**config.mk**
```make
export PLATFORM = sky130hd
export DESIGN_NAME = mem_stage
export DESIGN_NICKNAME = d
export VERILOG_FILES = /design/src/rtl/mem_pkg.sv /design/src/rtl/mem_rdata_ext.sv /design/src/rtl/mem_stage.sv
export SDC_FILE = /design/constraint.sdc
export NUM_CORES = 1
export LEC_CHECK = 0
export ABC_CLOCK_PERIOD_IN_PS = 4400
export BUFFER_PORTS_ARGS = -buffer_cell sky130_fd_sc_hd__buf_2
export CAP_MARGIN = 10
export CELL_PAD_IN_SITES_DETAIL_PLACEMENT = 1
export CELL_PAD_IN_SITES_GLOBAL_PLACEMENT = 1
export CORE_ASPECT_RATIO = 0.9
export CORE_UTILIZATION = 38
export CTS_CLUSTER_SIZE = 8
export DETAILED_ROUTE_END_ITERATION = 12
export GPL_TIMING_DRIVEN = 0
export PLACE_DENSITY = 0.79
export RECOVER_POWER = 25
export REMOVE_ABC_BUFFERS = 1
export SETUP_SLACK_MARGIN = 0.4
export SLEW_MARGIN = 5
export SYNTH_ARGS = -nofsm -noshare
export SYNTH_HDL_FRONTEND = slang
export SYNTH_HIERARCHICAL = 1
export SYNTH_SLANG_ARGS = --single-unit
export TNS_END_PERCENT = 50
```
**constraint.sdc**
```tcl
create_clock -name clk -period 4.4 [get_ports clk]
set_input_delay 0.88 -clock clk [delete_from_list [all_inputs] [get_ports clk]]
set_output_delay 0.88 -clock clk [all_outputs]
set_load 0.01 [all_outputs]
```
**src/rtl/mem_pkg.sv**
```systemverilog
// Shared definitions for the MEM pipeline stage: FSM states, exe_mem_all bit
// positions, data_size encodings and a byte-strobe helper.
package mem_pkg;

  typedef enum logic [2:0] {
    ST_IDLE = 3'd0,
    ST_REQ  = 3'd1,
    ST_WAIT = 3'd2,
    ST_DONE = 3'd3,
    ST_DROP = 3'd4
  } mem_state_e;

  // Bit positions inside exe_mem_all = {mem_we,ld_b,ld_h,ld_w,ld_se,st_b,st_h,st_w}
  localparam int MA_MEM_WE = 7;
  localparam int MA_LD_B   = 6;
  localparam int MA_LD_H   = 5;
  localparam int MA_LD_W   = 4;
  localparam int MA_LD_SE  = 3;
  localparam int MA_ST_B   = 2;
  localparam int MA_ST_H   = 1;
  localparam int MA_ST_W   = 0;

  localparam logic [1:0] SIZE_B = 2'd0;
  localparam logic [1:0] SIZE_H = 2'd1;
  localparam logic [1:0] SIZE_W = 2'd2;

  function automatic logic [3:0] size_to_wstrb(input logic [1:0] size, input logic [1:0] addr_lo);
    case (size)
      SIZE_B:  return 4'b0001 << addr_lo;
      SIZE_H:  return 4'b0011 << addr_lo;
      default: return 4'b1111;
    endcase
  endfunction

endpackage

```
**src/rtl/mem_rdata_ext.sv**
```systemverilog
// Load data lane selection and sign/zero extension for the MEM stage.
module mem_rdata_ext
  import mem_pkg::*;
(
  input  logic [31:0] i_rdata,
  input  logic [1:0]  i_addr,
  input  logic        i_ld_b,
  input  logic        i_ld_h,
  input  logic        i_ld_se,
  output logic [31:0] o_data
);

  logic [31:0] w_shift_b;
  logic [31:0] w_shift_h;

  assign w_shift_b = i_rdata >> {i_addr, 3'b000};
  assign w_shift_h = i_rdata >> {i_addr[1], 4'b0000};

  always_comb begin
    o_data = i_rdata;
    if (i_ld_b) begin
      o_data = {{24{i_ld_se & w_shift_b[7]}}, w_shift_b[7:0]};
    end else if (i_ld_h) begin
      o_data = {{16{i_ld_se & w_shift_h[15]}}, w_shift_h[15:0]};
    end
  end

endmodule

```
**src/rtl/mem_stage.sv**
```systemverilog
// MEM pipeline stage with an SRAM-like request/response data port.
// Optional macro MEM_ALIGN_CHECK_EN enables the address-misalignment (ale) exception.
module mem_stage
  import mem_pkg::*;
(
  input  logic        clk,
  input  logic        resetn,
  input  logic        exe_to_mem_valid,
  output logic        mem_allowin,
  input  logic [31:0] exe_pc,
  input  logic [31:0] exe_result,
  input  logic        exe_res_from_mem,
  input  logic [7:0]  exe_mem_all,
  input  logic [31:0] exe_rkd_value,
  input  logic [5:0]  exe_rf_all,
  input  logic [1:0]  exe_exc_rf,
  input  logic        cancel_exc_ertn,
  input  logic        wb_allowin,
  output logic        mem_to_wb_valid,
  output logic [31:0] mem_pc,
  output logic [31:0] mem_result,
  output logic [5:0]  mem_rf_all,
  output logic [2:0]  mem_exc_rf,
  output logic [38:0] mem_fwd_all,
  output logic        data_req,
  output logic        data_wr,
  output logic [1:0]  data_size,
  output logic [3:0]  data_wstrb,
  output logic [31:0] data_addr,
  output logic [31:0] data_wdata,
  input  logic        data_addr_ok,
  input  logic        data_data_ok,
  input  logic [31:0] data_rdata
);

  mem_state_e  r_state;
  mem_state_e  w_next_state;
  logic        r_valid;
  logic [31:0] r_pc;
  logic [31:0] r_result;
  logic [31:0] r_rkd;
  logic [31:0] r_buf;
  logic        r_res_from_mem;
  logic [7:0]  r_mem_all;
  logic [5:0]  r_rf_all;
  logic [1:0]  r_exc_rf;
  logic        r_ale;

  logic        w_ready_go;
  logic        w_accept;
  logic        w_leave;
  logic        w_ale_in;
  logic        w_memop_in;
  logic        w_load_ok;
  logic        w_blocking;
  logic [1:0]  w_size;
  logic [31:0] w_raw_rdata;
  logic [31:0] w_ext_data;

`ifdef MEM_ALIGN_CHECK_EN
  assign w_ale_in = ((exe_mem_all[MA_LD_H] | exe_mem_all[MA_ST_H]) & exe_result[0])
                  | ((exe_mem_all[MA_LD_W] | exe_mem_all[MA_ST_W]) & (|exe_result[1:0]));
`else
  assign w_ale_in = 1'b0;
`endif

  // Only clean memory ops go to the bus; faulting ones flow through as bubbles of work.
  assign w_memop_in = (exe_res_from_mem | exe_mem_all[MA_MEM_WE]) & ~(|exe_exc_rf) & ~w_ale_in;

  always_comb begin
    case (r_state)
      ST_IDLE: w_ready_go = 1'b1;
      ST_WAIT: w_ready_go = data_data_ok;
      ST_DONE: w_ready_go = 1'b1;
      default: w_ready_go = 1'b0;
    endcase
  end

  assign mem_allowin     = (r_state != ST_DROP) & (~r_valid | (w_ready_go & wb_allowin));
  assign mem_to_wb_valid = r_valid & w_ready_go;
  assign w_accept        = exe_to_mem_valid & mem_allowin & ~cancel_exc_ertn;
  assign w_leave         = mem_to_wb_valid & wb_allowin;

  always_comb begin
    w_next_state = r_state;
    case (r_state)
      ST_IDLE: if (w_accept & w_memop_in) w_next_state = ST_REQ;
      ST_REQ: begin
        if (cancel_exc_ertn)   w_next_state = data_addr_ok ? ST_DROP : ST_IDLE;
        else if (data_addr_ok) w_next_state = ST_WAIT;
      end
      ST_WAIT: begin
        // A response arriving with the cancel needs no draining.
        if (cancel_exc_ertn)    w_next_state = data_data_ok ? ST_IDLE : ST_DROP;
        else if (data_data_ok) begin
          if (w_leave) w_next_state = (w_accept & w_memop_in) ? ST_REQ : ST_IDLE;
          else         w_next_state = ST_DONE;
        end
      end
      ST_DONE: begin
        if (cancel_exc_ertn) w_next_state = ST_IDLE;
        else if (w_leave)    w_next_state = (w_accept & w_memop_in) ? ST_REQ : ST_IDLE;
      end
      ST_DROP: if (data_data_ok) w_next_state = ST_IDLE;
      default: w_next_state = ST_IDLE;
    endcase
  end

  always_ff @(posedge clk or negedge resetn) begin
    if (!resetn) begin
      r_state <= ST_IDLE;
      r_valid <= 1'b0;
      r_buf   <= 32'd0;
    end else begin
      r_state <= w_next_state;
      if (cancel_exc_ertn)  r_valid <= 1'b0;
      else if (mem_allowin) r_valid <= exe_to_mem_valid;
      if (r_state == ST_WAIT && data_data_ok && !cancel_exc_ertn) r_buf <= data_rdata;
    end
  end

  always_ff @(posedge clk or negedge resetn) begin
    if (!resetn) begin
      r_pc           <= 32'd0;
      r_result       <= 32'd0;
      r_rkd          <= 32'd0;
      r_res_from_mem <= 1'b0;
      r_mem_all      <= 8'd0;
      r_rf_all       <= 6'd0;
      r_exc_rf       <= 2'd0;
      r_ale          <= 1'b0;
    end else if (w_accept) begin
      r_pc           <= exe_pc;
      r_result       <= exe_result;
      r_rkd          <= exe_rkd_value;
      r_res_from_mem <= exe_res_from_mem;
      r_mem_all      <= exe_mem_all;
      r_rf_all       <= exe_rf_all;
      r_exc_rf       <= exe_exc_rf;
      r_ale          <= w_ale_in;
    end
  end

  always_comb begin
    if (r_mem_all[MA_LD_W] | r_mem_all[MA_ST_W])      w_size = SIZE_W;
    else if (r_mem_all[MA_LD_H] | r_mem_all[MA_ST_H]) w_size = SIZE_H;
    else if (r_mem_all[MA_LD_B] | r_mem_all[MA_ST_B]) w_size = SIZE_B;
    else                                              w_size = SIZE_W;
  end

  assign data_req   = (r_state == ST_REQ);
  assign data_wr    = r_mem_all[MA_MEM_WE];
  assign data_size  = w_size;
  assign data_addr  = r_result;
  assign data_wstrb = r_mem_all[MA_MEM_WE] ? size_to_wstrb(w_size, r_result[1:0]) : 4'b0000;

  always_comb begin
    case (w_size)
      SIZE_B:  data_wdata = {4{r_rkd[7:0]}};
      SIZE_H:  data_wdata = {2{r_rkd[15:0]}};
      default: data_wdata = r_rkd;
    endcase
  end

  // Response data bypasses the buffer on the cycle it arrives.
  assign w_raw_rdata = (r_state == ST_WAIT) ? data_rdata : r_buf;

  mem_rdata_ext u_rdata_ext (
    .i_rdata (w_raw_rdata),
    .i_addr  (r_result[1:0]),
    .i_ld_b  (r_mem_all[MA_LD_B]),
    .i_ld_h  (r_mem_all[MA_LD_H]),
    .i_ld_se (r_mem_all[MA_LD_SE]),
    .o_data  (w_ext_data)
  );

  assign w_load_ok  = r_res_from_mem & ~r_ale & ~(|r_exc_rf);
  assign w_blocking = r_valid & r_res_from_mem & ~w_ready_go;

  assign mem_pc      = r_pc;
  assign mem_result  = w_load_ok ? w_ext_data : r_result;
  assign mem_rf_all  = r_rf_all;
  assign mem_exc_rf  = {r_ale, r_exc_rf};
  assign mem_fwd_all = {w_blocking, r_rf_all[5] & r_valid, r_rf_all[4:0], mem_result};

endmodule
```
==> results.yml, run 1 <==
synthesis:
  synth.top_cell.area_share_pct: 43.7
  yosysUniqueCellTypes: 53
  syn-cell-area_mm2: 0.00854
  synth_area_leaders: "dfrtp_1, mux2_2, mux2_4, buf_4, mux2i_1"
  avgSynthCellArea_um2: 13.2
  ys_seq_area_share_pct: 43.7
  ys.flop_type: "dfrtp_1"
  synth_async_sr_flop_share_pct: 100
  synth_area_leader_cell: "dfrtp_1"
  synth-edff-count: 0
  synth_seq_cells: 149
  syn_inst: 645
  yosys_warnings: 6
cts:
  cts_buffers: 17
  cts_tree: "built"
  clk_pin_slew_ns: 0.08
  cts-htree-levels: 4
  cts_max_path_buffers: 2
  clk_latency_ns: 0.43
  clock_sinks: 149
  cts_root_buf: "clkbuf_16"
die:
  placementRows: 51
  io-pin-count: 338
  die_h_um: 144
  core_mm2: 0.0218
  dieArea_mm2: 0.0231
  die_x_um: 160
  start_util_pct: 39.1
place:
  port_buffers: 336
  gp_congestion: 0.788
  dp_hpwl_mm: 18.2
worst_hold_path:
  hp-class: "in2async"
drt:
  viasPerCell: 5.10
  dr.pass1.iters: 4
  num_vias: 6332
  wire_per_inst_um: 20.6
  post-route-drc-count: 0
  final_antenna_net_count: 0
  routed_wl_mm: 25.6
  first_iter_violations: 224
power_and_ir_drop:
  ir_drop_mv: 0.224
  total_leakage_power_nw: 5.33
  power.density_mw_per_mm2: 506
cells_and_area:
  layout_common_cells: "buf_2, mux2_2, dfrtp_1"
  final_util_pct: 50.2
  layout_commonest_cell: "buf_2"
  nNetsFinal: 1088
  syn_to_final_growth_pct: 28.2
  drive_above_1_share_pct: 69.7
timing:
  clock-skew-final_ns: 0.0131
  finalSetupViolCount: 0
  hold_viol_final: 0
  setup_tns_ns: 0
  min_period_ns: 3.88
  slew_violations: 86
  relSlewSlack_pct: -47.5
  clock.fmax_mhz: 258
  period_share_pct: 88.2
  rsz0062_at_grt: "no"
  worst_slew_pin_slew_ns: 2.21
critical_path:
  cp_max_fo: 17
  crit_slowest_cell: "dfrtp_2"
  rrSetupSlack_ns: 1.31
  path_class: "reg2out"
  start_kind: "flop"
  worstPathArrival_ns: 3.00
  worstPathRequired_ns: 3.52
  cp_common_cell: "mux2_4"
  max_stage_delay_ns: 0.43
  cp_cell_sequence: "nor3b_4 -> buf_6 -> buf_12 -> mux2_4 -> mux2_4 -> a31oi_4 -> clkbuf_16 -> a21oi_2 -> mux2_2 -> buf_2"
  end_kind: "primary output"
global_routing:
  grt_usage_pct: 22.3
  grt_pass1_vias: 6801
  antenna_found_initial: 1
  grt_pass1_wl_mm: 39.3
  grt_max_degree: 86
  overflow: 0
status:
  failed_checks: "max-capacitance violations, max-slew violations"
  status: "finished, violations left"
run:
  cap_violations: 1
## sequential cells by signal, indices dropped and copies added, names as in the netlist
register and cells:
data_addr 32, mem_pc 32, mem_rf_all 6, r_buf 32, r_exc_rf 2, r_mem_all 8, r_res_from_mem 1, r_rkd 32
r_state 3, r_valid 1
## where the power goes
| part | leakage [nW] | internal (W) | switching [W] |
|---|---|---|---|
| Clock | 0.296 | 0.000772 | 0.000722 |
| Combinational | 3.24 | 0.00109 | 0.00101 |
| Sequential | 1.80 | 0.00166 | 0.000284 |
| Total | 5.33 | 0.00353 | 0.00201 |
## worst max-delay path, delay by kind of cell (launching register included)
family / cells / cell delay [ns]
and+or+nand+nor: 1 / 0.19
muxes: 3 / 0.92
AOI/OAI and AO/OA: 2 / 0.33
DFF: 1 / 0.43
buffers and inverters: 4 / 0.69
## kinds of logic (layout without fill, tap and decap cells)
logic type | after synthesis | count (layout) | share of synthesized area, %
flip-flops | 149 | 149 | 43.7
AO/OA/AOI/OAI | 76 | 77 | 6.94
buffers and inverters | 91 | 394 | 8.17
other | 1 | 2 | 0.0439
multiplexers | 245 | 245 | 35.2
AND/OR/NAND/NOR | 83 | 83 | 5.98
## Yosys cell counts (all sizes together) (3+ instances only)
cell	count
clkbuf	22
nand2b	20
buf	68
nor3b	4
a211oi	16
nand3b	3
o22ai	8
nand2	13
mux2	227
nor2	14
a221oi	7
o21ai	11
dfrtp	149
mux2i	18
and3	15
nor2b	4
a21oi	18
o21a	4
## layout make-up
| class | instances | area, um^2 |
|---|---|---|
| clock inverter | 15 | 186 |
| multi-input combinational | 406 | 4190 |
| fill | 2350 | 10900 |
| timing repair buffer | 361 | 2040 |
| clock buffer | 17 | 425 |
| antenna | 1 | 2.50 |
| tap | 291 | 364 |
| inverter | 1 | 3.75 |
| sequential | 149 | 3740 |
## per-layer routing
layer / GRT usage (%) / wire (um) / vias up
met5: 0 / 0 / -
met3: 5.97 / 1700 / 33
met4: 6.42 / 392 / 0
met2: 39.7 / 13100 / 271
li1: - / - / 2871
met1: 26.6 / 10500 / 3157
## metrics by stage
step           setup WS (ns)  area, um^2  cells  hold slack (ns)  power [W]
2_1_floorplan          -1.20        7850    555            0.476    0.00314
3_3_place_gp           -2.85        9890   1182            0.466    0.00393
3_5_place_dp          -0.285       10100   1193            0.479    0.00398
4_1_cts                0.453       10900   1237            0.387    0.00558
5_1_grt                0.410       10900   1240            0.398    0.00583
6_report               0.518       10900   1241            0.361    0.00554
## path summary, 6_finish.rpt
check,start,endpoint,cells past startpoint
worst max-delay path,r_state[0]$_DFFE_PN0P_,mem_result[20],10
max in group asynchronous,resetn,r_mem_all[5]$_DFFE_PN0P_,2
worst min register to register,mem_pc[4]$_DFFE_PN0P_,mem_pc[4]$_DFFE_PN0P_,1
worst min-delay path,resetn,mem_pc[8]$_DFFE_PN0P_,1
min in group clk,mem_pc[4]$_DFFE_PN0P_,mem_pc[4]$_DFFE_PN0P_,1
worst max register to register,r_state[0]$_DFFE_PN0P_,r_mem_all[1]$_DFFE_PN0P_,7
## what timing repair did
item                       CTS  global route
gates resized for setup     13             4
buffers inserted            11             2
hold buffers                 0             0
pin swaps                    4             1
setup endpoints to repair   87            44
cloned                       1             1
No activity file was read; power rests on OpenSTA's default activity.
==> run 2, diff against run 1 <==
Settings changed: GPL_TIMING_DRIVEN 0 to unset, TNS_END_PERCENT 50 to unset.
==> run 2 against run 1 <==
Critical endpoint is now mem_result[18]; the run still ends with max-capacitance violations, max-slew violations left; clock power rose by 3%; combinational power barely moved; first-iteration DRC count rose by 4.9%; worst hold slack improved by 0.13 ns.
==> results.yml, run 2 (synthesis results as in run 1) <==
global_routing:
  grt_pass1_vias: 6727
  grt_max_degree: 78
  overflow: 0
  antenna_found_initial: 1
  grt_usage_pct: 21.8
  grt_pass1_wl_mm: 38.5
timing:
  relSlewSlack_pct: -29.1
  clock.fmax_mhz: 256
  rsz0062_at_grt: "no"
  hold_viol_final: 0
  worst_slew_pin_slew_ns: 1.94
  finalSetupViolCount: 0
  fin_ws_ns: 0.496
  period_share_pct: 88.7
  clock-skew-final_ns: 0.0138
  min_period_ns: 3.90
  slew_violations: 73
drt:
  first_iter_violations: 235
  final_antenna_net_count: 0
  wire_per_inst_um: 20.7
  dr.pass1.iters: 4
  routed_wl_mm: 25.6
  post-route-drc-count: 0
  viasPerCell: 5.16
  num_vias: 6384
critical_path:
  worstPathArrival_ns: 3.02
  start_kind: "flop"
  worstPathRequired_ns: 3.52
  path_class: "reg2out"
  cp_max_fo: 10
  path_buf_inv: 3
  max_stage_delay_ns: 0.50
  cp_cell_sequence: "nor3b_4 -> buf_4 -> mux2_2 -> mux2i_2 -> o221a_4 -> buf_12 -> a21oi_1 -> mux2_2 -> buf_2"
  cp_common_cell: "mux2_2"
  end_kind: "primary output"
  crit_family: "multiplexers"
  crit_slowest_cell: "dfrtp_1"
worst_hold_path:
  hp-class: "reg2reg"
run:
  cap_violations: 1
cells_and_area:
  nFillCells: 2377
  layout_commonest_cell: "buf_2"
  fin_cells: 1238
  syn_to_final_growth_pct: 25.9
  layout_common_cells: "buf_2, mux2_2, dfrtp_1"
  nNetsFinal: 1085
  drive_above_1_share_pct: 68.7
power_and_ir_drop:
  ir_drop_mv: 0.224
  total_leakage_power_nw: 5.27
  power.density_mw_per_mm2: 515
cts:
  cts-hold-fix-buffers: 0
  clk_pin_slew_ns: 0.07
  cts-htree-levels: 4
  cts_root_buf: "clkbuf_16"
  cts_buffers: 17
  cts_tree: "built"
  clock_sinks: 149
  clk_latency_ns: 0.43
  cts_max_path_buffers: 2
die:
  die_h_um: 144
  start_util_pct: 39.1
  dieArea_mm2: 0.0231
  die_x_um: 160
  core_mm2: 0.0218
  io-pin-count: 338
  placementRows: 51
place:
  port_buffers: 336
  gp_congestion: 0.771
  dp_hpwl_mm: 18.1
  dpl.cell_count: 1200
  post-place-ws_ns: 0.831
status:
  status: "finished, violations left"
  failed_checks: "max-capacitance violations, max-slew violations"
run 2: changes by cell type in the layout (fill, tap and decap cells not counted), sizes merged:
cell      change
clkinv        -8
clkinvlp      +2
inv           +4
o221a         +1
bufinv        +2
buf           -3
clkbuf        -1
run 2: worst paths after layout:
check | from | to | slack [ns] | cells after the start
min | mem_pc[4]$_DFFE_PN0P_ | mem_pc[4]$_DFFE_PN0P_ | 0.49 | 1
min in group asynchronous | resetn | mem_pc[8]$_DFFE_PN0P_ | 0.96 | 1
max reg2reg | r_state[0]$_DFFE_PN0P_ | mem_pc[22]$_DFFE_PN0P_ | 1.66 | 5
max | r_state[0]$_DFFE_PN0P_ | mem_result[18] | 0.50 | 9
max in group asynchronous | resetn | r_buf[17]$_DFFE_PN0P_ | 2.12 | 2
min reg2reg | mem_pc[4]$_DFFE_PN0P_ | mem_pc[4]$_DFFE_PN0P_ | 0.49 | 1
run 2: power by group:
part | leakage [nW] | internal (W) | switching (W)
combinational | 3.17 | 0.00105 | 0.00106
sequential | 1.81 | 0.00166 | 0.000221
clock | 0.293 | 0.000862 | 0.000676
total | 5.27 | 0.00358 | 0.00196
run 2: repair_timing:
action | in CTS | in global routing
endpoints found under the setup margin | 32 | 50
gates cloned | 0 | 2
setup buffers | 1 | 2
pin swaps | 1 | 2
gates resized for setup | 0 | 6
run 2: worst register-to-register path: cells and delay by family (launching register included):
kind,cells,cell delay (ns)
AND/OR/NAND/NOR,2,0.84
flip-flops,1,0.50
multiplexers,1,0.46
buffers and inverters,1,0.45
AO/OA/AOI/OAI,1,0.39
run 2: layout make-up:
cell class	count	area [um^2]	share of cell area, %
multi-input cells	407	4170	38.8
flip-flops and latches	149	3730	34.7
repair buffers	357	1880	17.5
clock buffers	17	425	3.96
well taps	291	364	3.39
clock inverters	15	178	1.65
inverters	1	3.75	0.0349
diodes	1	2.50	0.0233
run 2: layer usage:
metal	track usage, %	vias up	share of wire (%)
li1	-	2870	-
met1	26.4	3222	43
met2	38.7	271	50
met3	5.59	21	6.1
met4	5.31	0	1.0
met5	0	-	0
run 2: stage by stage:
step                      power, W  setup TNS (ns)  hold WS, ns  cell area, um^2  utilization (%)
after global placement     0.00392               0        0.465            10100             46.2
after CTS                  0.00555               0        0.474            10700             49.0
after detailed placement   0.00398               0        0.475            10100             46.2
after global routing       0.00583               0        0.511            10800             49.3
after floorplan            0.00314         -131.83        0.476             7850                -
final                      0.00554               0        0.488            10800             49.3
